[src/rtl/fibonacci_calculator_if.sv]
// Handshake bundle between the Fibonacci engine and its requester.
// The master side issues start_i/n_i; the slave side returns status and result.
interface fibonacci_calculator_if #(
  parameter int unsigned IW = 5,
  parameter int unsigned N  = 14
);
  logic          start_i;
  logic [IW-1:0] n_i;
  logic          ready_o;
  logic          done_o;
  logic [N-1:0]  fib_o;
  logic          overflow_o;

  modport master (
    output start_i, n_i,
    input  ready_o, done_o, fib_o, overflow_o
  );

  modport slave (
    input  start_i, n_i,
    output ready_o, done_o, fib_o, overflow_o
  );
endinterface

[src/rtl/fibonacci_calculator.sv]
// Iterative Fibonacci engine: one addition per clock, result held until the
// next completion. Overflow flags travel with the values they describe.
// Optional macro FIB_DECIMAL_CLAMP_EN: clamp results to the 4-digit BCD range
// (9999) and flag anything larger, for the downstream binary->BCD display path.
module fibonacci_calculator #(
  parameter int unsigned IW = 5,
  parameter int unsigned N  = 14
) (
  input  logic                   clk_i,
  input  logic                   reset_i,
  fibonacci_calculator_if.slave  bus
);

  typedef enum logic [1:0] {
    IDLE = 2'd0,
    OP   = 2'd1,
    DONE = 2'd2
  } state_t;

  state_t        state;
  logic [N-1:0]  t0;
  logic [N-1:0]  t1;
  logic [IW-1:0] count;
  logic          ov0;
  logic          ov1;
  logic [N-1:0]  fib_q;
  logic          ovf_q;

  logic [N:0]    sum;
  logic [N-1:0]  res_fib;
  logic          res_ovf;

  assign sum = {1'b0, t0} + {1'b0, t1};

  assign bus.ready_o    = (state == IDLE);
  assign bus.done_o     = (state == DONE);
  assign bus.fib_o      = fib_q;
  assign bus.overflow_o = ovf_q;

`ifdef FIB_DECIMAL_CLAMP_EN
  localparam logic [N-1:0] BCD_MAX = N'(9999);

  if (N < 14) begin : g_width_check
    $error("fibonacci_calculator: FIB_DECIMAL_CLAMP_EN needs N >= 14");
  end

  // Result selection: saturate anything that will not fit four BCD digits
  always_comb begin
    res_fib = t0;
    res_ovf = 1'b0;
    if (ov0 || (t0 > BCD_MAX)) begin
      res_fib = BCD_MAX;
      res_ovf = 1'b1;
    end
  end
`else
  // Result selection: pass the wrapped N-bit value and its sticky flag
  always_comb begin
    res_fib = t0;
    res_ovf = ov0;
  end
`endif

  // Control FSM plus datapath registers; results update only on OP->DONE
  always_ff @(posedge clk_i or posedge reset_i) begin
    if (reset_i) begin
      state <= IDLE;
      t0    <= '0;
      t1    <= '0;
      count <= '0;
      ov0   <= 1'b0;
      ov1   <= 1'b0;
      fib_q <= '0;
      ovf_q <= 1'b0;
    end else begin
      case (state)
        IDLE: begin
          if (bus.start_i) begin
            t0    <= '0;
            t1    <= N'(1);
            ov0   <= 1'b0;
            ov1   <= 1'b0;
            count <= bus.n_i;
            state <= OP;
          end
        end
        OP: begin
          if (count != '0) begin
            t0    <= t1;
            t1    <= sum[N-1:0];
            ov0   <= ov1;
            ov1   <= ov0 | ov1 | sum[N];
            count <= count - 1'b1;
          end else begin
            fib_q <= res_fib;
            ovf_q <= res_ovf;
            state <= DONE;
          end
        end
        DONE: begin
          state <= IDLE;
        end
        default: begin
          state <= IDLE;
        end
      endcase
    end
  end

endmodule

[src/flat_wrapper.sv]
// flat-port wrapper written by rule: the top's interface ports become plain ports
module fibonacci_calculator_flat 
#(
  parameter int unsigned IW = 5,
  parameter int unsigned N  = 14
)
  (clk_i, reset_i, bus_start_i, bus_n_i, bus_ready_o, bus_done_o, bus_fib_o, bus_overflow_o);
  fibonacci_calculator_if #(.IW(IW), .N(N)) bus_i ();
  input  logic clk_i;
  input  logic reset_i;
  input wire logic [$bits(bus_i.start_i)-1:0] bus_start_i;
  input wire logic [$bits(bus_i.n_i)-1:0] bus_n_i;
  output wire logic [$bits(bus_i.ready_o)-1:0] bus_ready_o;
  output wire logic [$bits(bus_i.done_o)-1:0] bus_done_o;
  output wire logic [$bits(bus_i.fib_o)-1:0] bus_fib_o;
  output wire logic [$bits(bus_i.overflow_o)-1:0] bus_overflow_o;
  assign bus_i.start_i = bus_start_i;
  assign bus_i.n_i = bus_n_i;
  assign bus_ready_o = bus_i.ready_o;
  assign bus_done_o = bus_i.done_o;
  assign bus_fib_o = bus_i.fib_o;
  assign bus_overflow_o = bus_i.overflow_o;
  fibonacci_calculator #(.IW(IW), .N(N)) u_core (.clk_i(clk_i), .reset_i(reset_i), .bus(bus_i));
endmodule
[config.mk]
export PLATFORM = sky130hd
export DESIGN_NAME = fibonacci_calculator_flat
export DESIGN_NICKNAME = d
export VERILOG_FILES = /design/src/rtl/fibonacci_calculator_if.sv /design/src/rtl/fibonacci_calculator.sv /design/src/flat_wrapper.sv
export SDC_FILE = /design/constraint.sdc
export NUM_CORES = 1
export LEC_CHECK = 0
export CAP_MARGIN = 20
export CORE_ASPECT_RATIO = 1.2
export CORE_MARGIN = 2
export CORE_UTILIZATION = 52
export CTS_BUF_LIST = sky130_fd_sc_hd__clkbuf_16
export CTS_CLUSTER_SIZE = 30
export DETAILED_ROUTE_END_ITERATION = 6
export GPL_TIMING_DRIVEN = 0
export PLACE_DENSITY = 0.83
export SETUP_SLACK_MARGIN = 0.3
export SLEW_MARGIN = 20
export SYNTH_ARGS = -nofsm -noshare
export SYNTH_HDL_FRONTEND = slang
export SYNTH_SLANG_ARGS = --single-unit
[constraint.sdc]
create_clock -name clk_i -period 2 [get_ports clk_i]
set_clock_uncertainty 0.15 [all_clocks]
set_input_delay 0.4 -clock clk_i [delete_from_list [all_inputs] [get_ports clk_i]]
set_output_delay 0.4 -clock clk_i [all_outputs]
set_load 0.01 [all_outputs]
Word level (Yosys, flattened, before mapping)
Index checks and enable logic that the tools add are counted.
- input bits: 8
- output and inout bits: 17
- word-level logic and storage cells: 41
- register bits: 52
- equality and inequality tests: 5
- bitwise operators: 3
- mux-type cells: 17
- add/subtract/negate cells: 2
- reductions and logical operators: 6
- operators by type and width (cell ; count):
    2-to-1 mux 14 bit ; 4
    one-hot mux 14 bit (2 select lines) ; 2
    adder 14 x 14 -> 15 bit ; 1
    2-to-1 mux 5 bit ; 2
    one-hot mux 5 bit (2 select lines) ; 1
    nonzero test 5 bit ; 1
    subtractor 5 x 1 -> 5 bit (second input constant) ; 1
    2-to-1 mux 2 bit ; 2
    != test 2 bit (second input constant) ; 2
    one-hot mux 1 bit (2 select lines) ; 2
    one-hot mux 2 bit (2 select lines) ; 1
    AND reduction 2 bit ; 2
    2-to-1 mux 1 bit ; 3
    AND reduction 3 bit ; 1
    == test 2 x 1 -> 1 bit (second input constant) ; 1
    == test 2 bit (second input constant) ; 1
    logical NOT 2 bit ; 1
    != test 2 x 1 -> 1 bit (second input constant) ; 1
    bitwise OR 1 bit ; 2
    nonzero test 2 bit ; 1
    inverter 1 bit ; 1

Depth between registers and ports, before layout
- word-level depth: 4
- gate-level depth with buffers: 9
- gate-level depth less buffers: 8

Worst setup path before layout
No wires, ideal clock.
- path type: register -> register
- start point: register u_core.t0[7], in the netlist u_core.res_fib[7]
- end point: register u_core.t1[12]
- path slack: -0.055 ns
- clock period less this slack: 2.055 ns
- cell stages (with the launch flop): 7
- required time: 1.763 ns
- setup time: 0.087 ns
- buffers on the path: 0
- data arrival time: 1.819 ns
- cells stage by stage: dfrtp_1 ha_1 a21o_1 a31o_2 a21o_1 a2111o_1 o211ai_1
- cells in the longest elaborated chain, start to end: 3
- ends and longest elaborated chain (element ; RTL line ; source):
    start, declared ; fibonacci_calculator.sv:21 ; logic [N-1:0] t0;
    start signal, assigned ; fibonacci_calculator.sv:89 ; t0 <= t1;
    adder 14 x 14 -> 15 bit ; fibonacci_calculator.sv:33 ; assign sum = {1'b0, t0} + {1'b0, t1};
    2-to-1 mux 14 bit ; fibonacci_calculator.sv:88 ; if (count != '0) begin
    one-hot mux 14 bit (2 select lines) ; fibonacci_calculator.sv:76 ; case (state)
    end signal, assigned ; fibonacci_calculator.sv:90 ; t1 <= sum[N-1:0];
    end, declared ; fibonacci_calculator.sv:22 ; logic [N-1:0] t1;
No other way between the ends. The select of a mux whose other input is x is not followed.
A chain may end at the register's enable or synchronous reset.

Worst setup path in the final report
- start point: register u_core.t0[5], in the netlist u_core.res_fib[5]
- end point: register u_core.t1[10]
Same word-level chain as after synthesis.

==> results.md <==
- Status: finished with violations
- Violated checks: negative setup slack
- Core area: between 5000 and 6000 um2
- Multiplexer area fraction after synthesis: 0.00400
- Critical Path AT: around 2.3 ns
- Grt ovf: 0
- Final ANT Viol Nets: 0
- Port buffer count: 24
- Final Hold Fails: 0
- Peak supply drop: 1.28 mV
- Worst Setup End Kind: register
- Worst Max-Slew Pin Slew: approximately 0.8 ns
- Dpl cell area: 3380 um2
- Share of post-route cells with drive strength above 1: 0.485
- Final min period: approximately 2.2 ns
- RSZ-0062 raised after global routing: true
- Die width: about 71 um
- Clock buffer depth: 2
- Syn_area_per_cell: roughly 9.0 um2
- Setup-failing EPs final: 12
- DIE HEIGHT: between 80 and 90 um
- Sequential share of power: 0.222
- Routability Congestion: ~0.9
- Vias per cell: between 6 and 7
- H-tree depth: 2
- Final Max Tran Viols: 0
- Power Density: between 2000 and 2500 nW/um2
- Hold Path Class: reg2reg
- Number of synthesized flops with an enable pin: 0
- Most frequent cells in the layout: dfrtp_1, nand2_1, buf_4, nand2_2, buf_6
- Synth Area in Compound Gates: 0.172
- Via count: approximately 3000
- WP data required: about 2 ns
- HPWL after detailed placement: about 5000 um
- Post-Layout Inst Area: 4650 um2
- Reg area: between 1000 and 1500 um2
- Synth-to-Final Area Change: 64.9%
- Cell family with most CP delay: compound AO/OA/AOI/OAI gates
- CP Max Fanout: 4
- Post-synthesis register bit count: 52
- GRT Resource Usage Total: 0.307
- Placed Instances: approximately 400
- DR DRC count: 0
- Period utilisation layout: 1.11
- Startpoint types: register
- TritonCTS clock tree: yes
- Post-Route WL: between 10000 and 15000 um
- Seq/Total Area, Yosys: 0.462
- Worst path cell trace: ha_1, a21oi_1, nand2_2, a211o_1, o211ai_1
- Prevailing post-synth register cell: dfrtp_1
- Iter 0 DRT Violations: approximately 300
- Switching Fraction: 0.444
- Die Area: between 6000 and 7000 um2
- Largest family of logic cells by synthesized area: simple AND/OR/NAND/NOR gates
- Root buf cell: clkbuf_16
- Fmax: 451 MHz
- Post-Synth Simple-Gate Area: 0.238
- Clock share of power: 0.090
- P_sw: 4.15 mW
- Post-Layout Cell Count: approximately 470
- Total power: just over 9 mW
- Xor and xnor fraction of the mapped netlist area: 0.00933
- R2r setup slk: -0.22 ns
- First-pass GRT wire length: between 10000 and 15000 um
- Clk slew on worst S/H paths: roughly 0.07 ns
- Cell variety after synth: 48
- Synth Area in Adders: 0.0782
- Largest stage delay on the critical path: around 0.52 ns
- WP buf/inv: 0
- Async SR Flop Fraction: 1.00
- Most common cell after layout, fill and taps aside: dfrtp_1
- Synth warn: 0
- Starting density of the core: 0.536
- Share of power burned in combinational logic: 0.689
- Synthesized area: approximately 2800 um2
- Nets: between 400 and 500
- Hold-fix buffers, CTS: 0
- Sink Count: 52
- Gate Count Post-Synth: between 300 and 400
- Max transition margin: 0.465
- Fill cell count: ~230
- Io pins: 25
- Max_cap viols: 0
- Initial antenna violation count: 0
- Pin count of the biggest net entering global routing: 31
- Avg WL per Cell: around 23 um
- Synthesized Nets: 337
- CP max-delay cell: a21oi_1
- Row count: 29
- Multi-input logic area: between 2000 and 2500 um2
- Ant diodes: 0
- Total internal power: 5.19 mW
- TritonCTS buffer count: 5
- Insertion delay to the later sink of the worst-skew pair: roughly 0.3 ns
- Leakage: approximately 2.3 nW
- TritonRoute pass-1 iters: 5
- Setup slack after layout: -0.215 ns
- Finished Core Util: 0.883
- Vias in the first global route: 3046
- Crit Path Class: reg2reg
==> registers in the layout, summed over array words and instances (netlist names) <==
| name | cells |
|---|---|
| u_core.bus.fib_o | 14 |
| u_core.bus.overflow_o | 1 |
| u_core.count | 5 |
| u_core.ov0 | 1 |
| u_core.ov1 | 1 |
| u_core.res_fib | 14 |
| u_core.state | 2 |
| u_core.t1 | 14 |
==> what timing repair did <==
item / CTS / global route
buffers inserted: 53 / 8
cloned: 2 / 3
endpoints found under the setup margin: 69 / 54
endpoints found under the hold margin: 0 / 0
pin swaps: 37 / 53
resized for setup: 90 / 83
==> per-layer routing <==
| metal | track usage | routed length (um) | part of all wire | vias up |
|---|---|---|---|---|
| li1 | - | - | - | 1292 |
| met1 | 0.360 | 3860 | 0.36 | 1521 |
| met2 | 0.534 | 5530 | 0.51 | 207 |
| met3 | 0.0468 | 697 | 0.064 | 72 |
| met4 | 0.165 | 772 | 0.071 | 0 |
| met5 | 0 | 0 | 0 | - |
==> through the flow <==
stage | setup slack [ns] | hold slack (ns) | setup TNS, ns
floorplan | 0.0956 | 0.305 | 0
global placement | -0.258 | 0.306 | -6.53
detailed placement | -0.309 | 0.312 | -8.11
CTS | 0.0369 | 0.324 | 0
global route | -0.268 | 0.346 | -1.86
finish | -0.215 | 0.320 | -0.975
==> power by group through the flow <==
stage / Sequential [mW] / Clock (mW) / Combinational (mW)
global route: 2.11 / 0.884 / 6.73
floorplan: 2.00 / 0 / 2.77
CTS: 1.97 / 0.837 / 5.04
global placement: 2.00 / 0 / 3.58
finish: 2.07 / 0.837 / 6.43
detailed placement: 2.03 / 0 / 3.77
==> cells in the mapped netlist, types with 4 or more instances <==
| cell type | count | share of area |
|---|---|---|
| a21o_1 | 7 | 0.019 |
| a21oi_1 | 14 | 0.025 |
| and3_1 | 4 | 0.0089 |
| buf_2 | 4 | 0.0071 |
| clkbuf_1 | 4 | 0.0053 |
| dfrtp_1 | 52 | 0.46 |
| ha_1 | 16 | 0.071 |
| inv_1 | 12 | 0.016 |
| nand2_1 | 85 | 0.11 |
| nand2b_1 | 5 | 0.011 |
| nand3_1 | 28 | 0.050 |
| nor2_1 | 7 | 0.0093 |
| nor2b_1 | 4 | 0.0089 |
| nor3_1 | 4 | 0.0071 |
| o211ai_1 | 4 | 0.011 |
| o21ai_0 | 12 | 0.021 |
| o31ai_1 | 7 | 0.019 |
==> kinds of logic (layout without fill, tap and decap cells) <==
| group | after synthesis | count (layout) |
|---|---|---|
| flops | 52 | 52 |
| buf+inv | 24 | 122 |
| fa+ha+maj | 17 | 17 |
| mux | 1 | 1 |
| compound gates | 68 | 68 |
| xor+xnor | 3 | 3 |
| simple gates | 147 | 147 |
==> final timing paths <==
check                                    start                  end  depth (start not counted)
min in group asynchronous              reset_i    u_core.res_fib[9]                          2
setup reg to reg             u_core.res_fib[5]        u_core.t1[10]                          5
hold / removal             u_core.bus.fib_o[8]  u_core.bus.fib_o[8]                          2
setup / recovery             u_core.res_fib[5]        u_core.t1[10]                          5
hold reg to reg            u_core.bus.fib_o[8]  u_core.bus.fib_o[8]                          2
max in group asynchronous              reset_i           u_core.ov1                          3
==> layout make-up <==
class	count	area share
Multi-Input combinational cell	236	0.436
Sequential cell	52	0.280
Timing Repair Buffer	91	0.193
Buffer	11	0.0283
Clock buffer	5	0.0269
Tap cell	62	0.0167
Inverter	13	0.0164
Clock inverter	2	0.00269
==> worst min-delay path, stage by stage (launching register included) <==
cell and delay, ns:
dfrtp_1 0.34, nand2_1 0.05, nand2_1 0.05
(Power assumes the default switching activity.)
